## src/rtl/uart_parity_odd_tx_if.sv

```systemverilog
// Load-side handshake bundle for uart_parity_odd_tx.
//
// Handshake: the transmitter raises `ready` whenever its one-word holding
// buffer is empty. A word is transferred on every rising clock edge at which
// `load && ready` is true; `data_in` is sampled only on that edge. A `load`
// while `ready` is low is simply ignored. The producer may change `data_in`
// freely once the transfer edge has passed.
//
// Signals:
//   data_in [DATA_W] : word to transmit (master -> slave)
//   load             : transfer request  (master -> slave)
//   ready            : holding buffer empty (slave -> master)
interface uart_parity_odd_tx_if #(
  parameter int DATA_W = 8
);
  logic [DATA_W-1:0] data_in;
  logic              load;
  logic              ready;

  modport master (output data_in, output load, input ready);
  modport slave  (input data_in, input load, output ready);
endinterface

```

## src/rtl/uart_parity_odd_tx.sv

```systemverilog
// Odd-parity UART-style serializer.
//
// Buffers one word from the load handshake, then shifts out a frame on
// `signal`: start bit (1), DATA_W data bits LSB first, one odd-parity bit,
// then GAP_BITS idle bit periods (line low). Each bit lasts BIT_CYCLES
// clocks. The holding buffer frees up as soon as a word is moved into the
// shifter, so the next word can be queued while a frame is in flight and
// frames run back-to-back separated only by the gap.
//
// Ports:
//   clk         : clock, rising edge
//   reset       : asynchronous, active-low
//   bus         : slave side of the load handshake (data_in, load, ready)
//   signal      : registered serial line, idle 0
//   busy        : high from start bit through last gap cycle
//   frame_done  : one-cycle pulse in the first gap cycle of each frame
//   o_dbg_state : current FSM state (encoding of state_e)
module uart_parity_odd_tx #(
  parameter int DATA_W     = 8,
  parameter int BIT_CYCLES = 1,
  parameter int GAP_BITS   = 1
) (
  input  logic                 clk,
  input  logic                 reset,
  uart_parity_odd_tx_if.slave  bus,
  output logic                 signal,
  output logic                 busy,
  output logic                 frame_done,
  output logic [2:0]           o_dbg_state
);

  localparam int IDX_MAX = (DATA_W > GAP_BITS) ? DATA_W : GAP_BITS;
  localparam int IDX_W   = (IDX_MAX > 1) ? $clog2(IDX_MAX) : 1;
  localparam int CYC_W   = (BIT_CYCLES > 1) ? $clog2(BIT_CYCLES) : 1;

  typedef enum logic [2:0] {
    S_IDLE   = 3'd0,
    S_START  = 3'd1,
    S_DATA   = 3'd2,
    S_PARITY = 3'd3,
    S_GAP    = 3'd4
  } state_e;

  state_e             r_state;
  logic [DATA_W-1:0]  r_hold;
  logic               r_hold_full;
  logic [DATA_W-1:0]  r_shift;
  logic               r_parity;
  logic [CYC_W-1:0]   r_cyc;
  logic [IDX_W-1:0]   r_idx;
  logic               r_signal;
  logic               r_busy;
  logic               r_frame_done;

  state_e             w_state_n;
  logic               w_hold_full_n;
  logic [DATA_W-1:0]  w_shift_n;
  logic               w_parity_n;
  logic [CYC_W-1:0]   w_cyc_n;
  logic [IDX_W-1:0]   w_idx_n;
  logic               w_accept;
  logic               w_pop;
  logic               w_bit_end;
  logic               w_signal_n;

  assign bus.ready   = ~r_hold_full;
  assign w_accept    = bus.load & ~r_hold_full;
  assign w_bit_end   = (r_cyc == CYC_W'(BIT_CYCLES - 1));

  assign signal      = r_signal;
  assign busy        = r_busy;
  assign frame_done  = r_frame_done;
  assign o_dbg_state = r_state;

  // Next-state and next-datapath logic.
  always_comb begin
    w_state_n     = r_state;
    w_shift_n     = r_shift;
    w_parity_n    = r_parity;
    w_cyc_n       = r_cyc;
    w_idx_n       = r_idx;
    w_pop         = 1'b0;

    case (r_state)
      S_IDLE: begin
        if (r_hold_full) w_pop = 1'b1;
      end
      S_START: begin
        if (w_bit_end) begin
          w_cyc_n   = '0;
          w_state_n = S_DATA;
        end else begin
          w_cyc_n = r_cyc + CYC_W'(1);
        end
      end
      S_DATA: begin
        if (w_bit_end) begin
          w_cyc_n   = '0;
          w_shift_n = r_shift >> 1;
          if (r_idx == IDX_W'(DATA_W - 1)) begin
            w_idx_n   = '0;
            w_state_n = S_PARITY;
          end else begin
            w_idx_n = r_idx + IDX_W'(1);
          end
        end else begin
          w_cyc_n = r_cyc + CYC_W'(1);
        end
      end
      S_PARITY: begin
        if (w_bit_end) begin
          w_cyc_n   = '0;
          w_idx_n   = '0;
          w_state_n = S_GAP;
        end else begin
          w_cyc_n = r_cyc + CYC_W'(1);
        end
      end
      S_GAP: begin
        if (w_bit_end) begin
          w_cyc_n = '0;
          if (r_idx == IDX_W'(GAP_BITS - 1)) begin
            w_idx_n = '0;
            // A queued word starts right after the last gap cycle.
            if (r_hold_full) w_pop = 1'b1;
            else             w_state_n = S_IDLE;
          end else begin
            w_idx_n = r_idx + IDX_W'(1);
          end
        end else begin
          w_cyc_n = r_cyc + CYC_W'(1);
        end
      end
      default: w_state_n = S_IDLE;
    endcase

    if (w_pop) begin
      w_shift_n  = r_hold;
      w_parity_n = ~^r_hold;
      w_cyc_n    = '0;
      w_idx_n    = '0;
      w_state_n  = S_START;
    end

    // Pop and accept are mutually exclusive: accept needs the buffer empty,
    // pop needs it full.
    w_hold_full_n = r_hold_full;
    if (w_pop)    w_hold_full_n = 1'b0;
    if (w_accept) w_hold_full_n = 1'b1;

    // Line level is registered from the state being entered, so the start
    // bit appears on the edge that pops the buffer.
    w_signal_n = 1'b0;
    case (w_state_n)
      S_START:  w_signal_n = 1'b1;
      S_DATA:   w_signal_n = w_shift_n[0];
      S_PARITY: w_signal_n = w_parity_n;
      default:  w_signal_n = 1'b0;
    endcase
  end

  always_ff @(posedge clk or negedge reset) begin
    if (!reset) begin
      r_state      <= S_IDLE;
      r_hold       <= '0;
      r_hold_full  <= 1'b0;
      r_shift      <= '0;
      r_parity     <= 1'b0;
      r_cyc        <= '0;
      r_idx        <= '0;
      r_signal     <= 1'b0;
      r_busy       <= 1'b0;
      r_frame_done <= 1'b0;
    end else begin
      r_state      <= w_state_n;
      r_hold_full  <= w_hold_full_n;
      r_shift      <= w_shift_n;
      r_parity     <= w_parity_n;
      r_cyc        <= w_cyc_n;
      r_idx        <= w_idx_n;
      r_signal     <= w_signal_n;
      r_busy       <= (w_state_n != S_IDLE);
      // GAP is only ever entered from PARITY, so this marks its first cycle.
      r_frame_done <= (w_state_n == S_GAP) && (r_state != S_GAP);
      if (w_accept) r_hold <= bus.data_in;
    end
  end

endmodule

```

## src/flat_wrapper.sv

```systemverilog
// flat-port wrapper written by rule: the top's interface ports become plain ports
module uart_parity_odd_tx_flat 
#(
  parameter int DATA_W     = 8,
  parameter int BIT_CYCLES = 1,
  parameter int GAP_BITS   = 1
)
  (clk, reset, signal, busy, frame_done, o_dbg_state, bus_data_in, bus_load, bus_ready);
  uart_parity_odd_tx_if #(.DATA_W(DATA_W)) bus_i ();
  input  logic clk;
  input  logic reset;
  output logic signal;
  output logic busy;
  output logic frame_done;
  output logic [2:0] o_dbg_state;
  input wire logic [$bits(bus_i.data_in)-1:0] bus_data_in;
  input wire logic [$bits(bus_i.load)-1:0] bus_load;
  output wire logic [$bits(bus_i.ready)-1:0] bus_ready;
  assign bus_i.data_in = bus_data_in;
  assign bus_i.load = bus_load;
  assign bus_ready = bus_i.ready;
  uart_parity_odd_tx #(.DATA_W(DATA_W), .BIT_CYCLES(BIT_CYCLES), .GAP_BITS(GAP_BITS)) u_core (.clk(clk), .reset(reset), .bus(bus_i), .signal(signal), .busy(busy), .frame_done(frame_done), .o_dbg_state(o_dbg_state));
endmodule
```

## config.mk

```make
export PLATFORM = sky130hd
export DESIGN_NAME = uart_parity_odd_tx_flat
export DESIGN_NICKNAME = d
export VERILOG_FILES = /design/src/rtl/uart_parity_odd_tx_if.sv /design/src/rtl/uart_parity_odd_tx.sv /design/src/flat_wrapper.sv
export SDC_FILE = /design/constraint.sdc
export NUM_CORES = 1
export LEC_CHECK = 0
export ABC_CLOCK_PERIOD_IN_PS = 2260
export BUFFER_PORTS_ARGS = -buffer_cell sky130_fd_sc_hd__buf_4
export CORE_MARGIN = 3
export CORE_UTILIZATION = 50
export CTS_CLUSTER_DIAMETER = 40
export DETAILED_ROUTE_END_ITERATION = 12
export GPL_ROUTABILITY_DRIVEN = 0
export PLACE_DENSITY = 0.71
export SYNTH_ARGS = -nofsm -noshare
export SYNTH_HDL_FRONTEND = slang
export SYNTH_SLANG_ARGS = --single-unit
```

## constraint.sdc

```tcl
create_clock -name clk -period 2.26 [get_ports clk]
set_clock_uncertainty 0.05 [all_clocks]
set_input_delay 0.452 -clock clk [delete_from_list [all_inputs] [get_ports clk]]
set_output_delay 0.452 -clock clk [all_outputs]
set_load 0.02 [all_outputs]
```

==> results.md <==
* Sequential share of power at 38.3%
* DRC violations left at 0
* Post-synthesis cell count at 106
* Clk_lat worst skew at 320 ps
* Top delay family on crit path: compound AO/OA/AOI/OAI gates
* Post-Syn Nets at 120
* Flop2flop setup slack at 360 ps
* CP bufs+invs at 2
* Adder-cell share of the synthesized area at 2.86%
* CTS tree: built
* Critical Path AT at 2070 ps
* CTS max path bufs at 2
* Total CTS buffers at 3
* Dominant cell type by area after synthesis: dfrtp_1
* CTS clk-pin slew, worst paths at 140 ps
* Largest family of logic cells by synthesized area: compound AO/OA/AOI/OAI gates
* Setup CP Type: reg2reg
* Crit-path cells: inv_1, ha_1, nand2b_4, a2111oi_4, buf_4, nor2_4, a32o_2
* Fraction of registers with async set or reset after synthesis at 100%
* Comb power frac at 53.5%
* Post-Synth XOR/XNOR Area at 5.34%
* Number of enable flip-flop cells after synthesis at 0
* Worst-path maximum fanout at 16
* Setup violators final at 0
* Headroom to the max-slew limit at 71.8%
* Number of global-route vias before repair at 843
* IO Count at 18
* Initial DRC count at 8
* Wire length on met1 at 967 um
* Die Height at 57.2 um
* Yosys cell types at 33
* Slowest stage cell, crit path: dfrtp_1
* Reg-to-Reg Start: u_core.r_idx[1]
* Placed cells at 148
* Pint at 1.51 mW
* Hold Path Depth at 2
* Fin crit period at 1900 ps
* Worst flop-to-flop path endpoint: u_core.r_idx[2]
* Period utilization at 84.1%
* Vias at 839
* Port bufs at 17
* Die Width at 57.2 um
* Status: complete, no violations
* Die area at 3270 um2
* All-Layer GR Usage at 15.0%
* Pin count of the biggest net entering global routing at 28
* Sequential-to-total area share from yosys stat at 51.5%
* Slowest cell delay on critical path at 420 ps
* Diode count at 0
* Simple-gate share of the synthesized area at 9.26%
* Antenna-violating nets left at 0
* Hold Path Origin: bus_data_in[2]
* Root buffer cell: clkbuf_4
* Highest routed layer: met4
* CP endpoint kind: flop
* Achievable Freq at 526 MHz
* Met3 wire length at 73 um
* Compound-Gate Fraction of Synth Area at 17.7%
* Leak Pwr at 0.723 nW
* Area contributors post-synth: dfrtp_1 (52%), mux2_2 (6.9%), xnor2_1 (4.7%)
* WL final at 2140 um
* Sw frac at 38.9%
* Hpwl dp at 1600 um
* CORE AREA at 2340 um2
* Net count, final at 140
* Clock power frac at 8.2%
* Worst vdd ir at 0.852 mV
* CP startpoint kind: flop
* H-tree Lvls at 1
* Worst min path class: in2reg
* Met2 routed WL at 1080 um
* Crit. Startpoint: u_core.r_idx[1]
* Dominant synthesized flop cell: dfrtp_1
* Rows at 17
* Worst slew pin tran at 423 ps
* Starting Density at 56.0%
* Psw at 0.962 mW
* Worst R2R Path Depth at 7
* Setup tns final at 0 ps
* Hold Vio Cnt, Final at 0
* Synth top area share at 51.5%
* Mapped Avg Cell Area at 12.4 um2
* Grt ovf at 0
* Fraction of layout cells with a size suffix above 1 at 36.8%
* Layout area overhead at 14.3%
* Top-count cell post-synth: dfrtp_1
* Drt wl/cell at 14.0 um
* Mux cell area share after synthesis at 9.54%
* Resized Gates After CTS at 0
* Commonest cells in the netlist: dfrtp_1 (27), mux2_2 (8), xnor2_1 (7)
* RSZ-0062 raised after global routing: no
* Non-filler instance count after layout at 153
* DRT Pass-1 Iters at 4
* Global-route wire length before repair at 3780 um
* Number of max-cap violations at 0
* Yosys warns at 0
* Post-Syn Area at 1310 um2
* Clock sink total at 27
* Power per Cell Area at 1650 nW/um2
* CP required at 2430 ps
* FF+latch count, synth at 27
* Max-slew violations at 0
* Sink of the worst hold path: u_core.r_hold[2]
* Via density at 5.48
* Initial antenna violation count at 0
-- layout make-up --
| cell class | count | area [um2] |
|---|---|---|
| clock inverter | 1 | 5.00 |
| clock buffer | 3 | 22.5 |
| fill | 201 | 841 |
| timing repair buffer | 21 | 160 |
| inverter | 4 | 15.0 |
| sequential | 27 | 676 |
| tap | 28 | 35.0 |
| multi-input combinational | 69 | 586 |
-- sequential cells by signal, summed over array words and instances (netlist names) --
signal / cells
u_core.busy: 1
u_core.frame_done: 1
u_core.o_dbg_state: 3
u_core.r_hold: 8
u_core.r_hold_full: 1
u_core.r_idx: 3
u_core.r_parity: 1
u_core.r_shift: 8
u_core.signal: 1
-- layer usage --
layer | GRT usage, % | up-vias
met5 | 0 | -
met2 | 26.1 | 11
met1 | 18.8 | 413
li1 | - | 413
met4 | 4.97 | 0
met3 | 2.71 | 2
-- stage by stage --
stage	instance area, um2	util [%]	setup slack [ps]	hold WS [ps]	power, mW
after detailed placement	1460	62.5	353	331	2.31
after global routing	1500	64.1	250	268	2.72
final	1500	64.1	359	303	2.47
after global placement	1460	62.5	418	329	2.26
after CTS	1500	64.1	348	289	2.51
after floorplan	1310	-	344	106	2.00
-- repair_timing --
| item | in CTS | in global routing |
|---|---|---|
| hold buffers | 1 | 0 |
| endpoints found under the hold margin | 27 | 0 |
| buffers inserted | 0 | 0 |
-- cells by family (layout without fill, tap and decap cells) --
logic type               count (synthesis)  count (layout)
AND/OR/NAND/NOR                         20              20
AO/OA/AOI/OAI                           27              27
adder cells (fa/ha/maj)                  3               3
multiplexers                            11              11
flip-flops                              27              27
buffers and inverters                   10              29
XOR/XNOR                                 8               8
-- power by group through the flow --
stage / clock network, mW / logic, mW / registers (mW)
after global placement: 0 / 1.31 / 0.950
after detailed placement: 0 / 1.35 / 0.961
after floorplan: 0 / 1.08 / 0.914
final: 0.202 / 1.32 / 0.947
after CTS: 0.213 / 1.35 / 0.949
after global routing: 0.238 / 1.49 / 0.991
-- cell usage in the layout (no fill, tap or decap) --
cell           instances
a21o_1                 6
a31o_1                 1
nor3b_2                1
clkinv_2               1
nor2b_1                3
dfrtp_1               27
a311oi_1               1
nand2_1                5
o22ai_1                1
buf_4                 20
a2111oi_4              1
ha_1                   3
inv_1                  4
xor2_1                 1
dlygate4sd3_1          1
a22o_2                 6
a2111oi_0              1
a32o_2                 1
mux2_2                 8
and3b_1                1
a21oi_1                2
or3_1                  1
mux2i_1                2
a21o_2                 1
nand2b_1               2
nor2_4                 1
a31o_2                 1
nor2_1                 5
o21bai_1               1
mux2_4                 1
nand2b_4               1
o21ai_0                4
clkbuf_4               3
xnor2_1                7
-- worst max-delay path by stage --
stage,end,cells after the start,slack [ps]
2_1_floorplan,u_core.r_parity,6,340
3_3_place_gp,u_core.r_idx[2],7,420
3_5_place_dp,u_core.r_idx[2],7,350
4_1_cts,u_core.r_idx[2],7,350
5_1_grt,u_core.r_idx[2],7,250
6_report,u_core.r_idx[2],7,360
No activity file was read; power rests on OpenSTA's default activity.
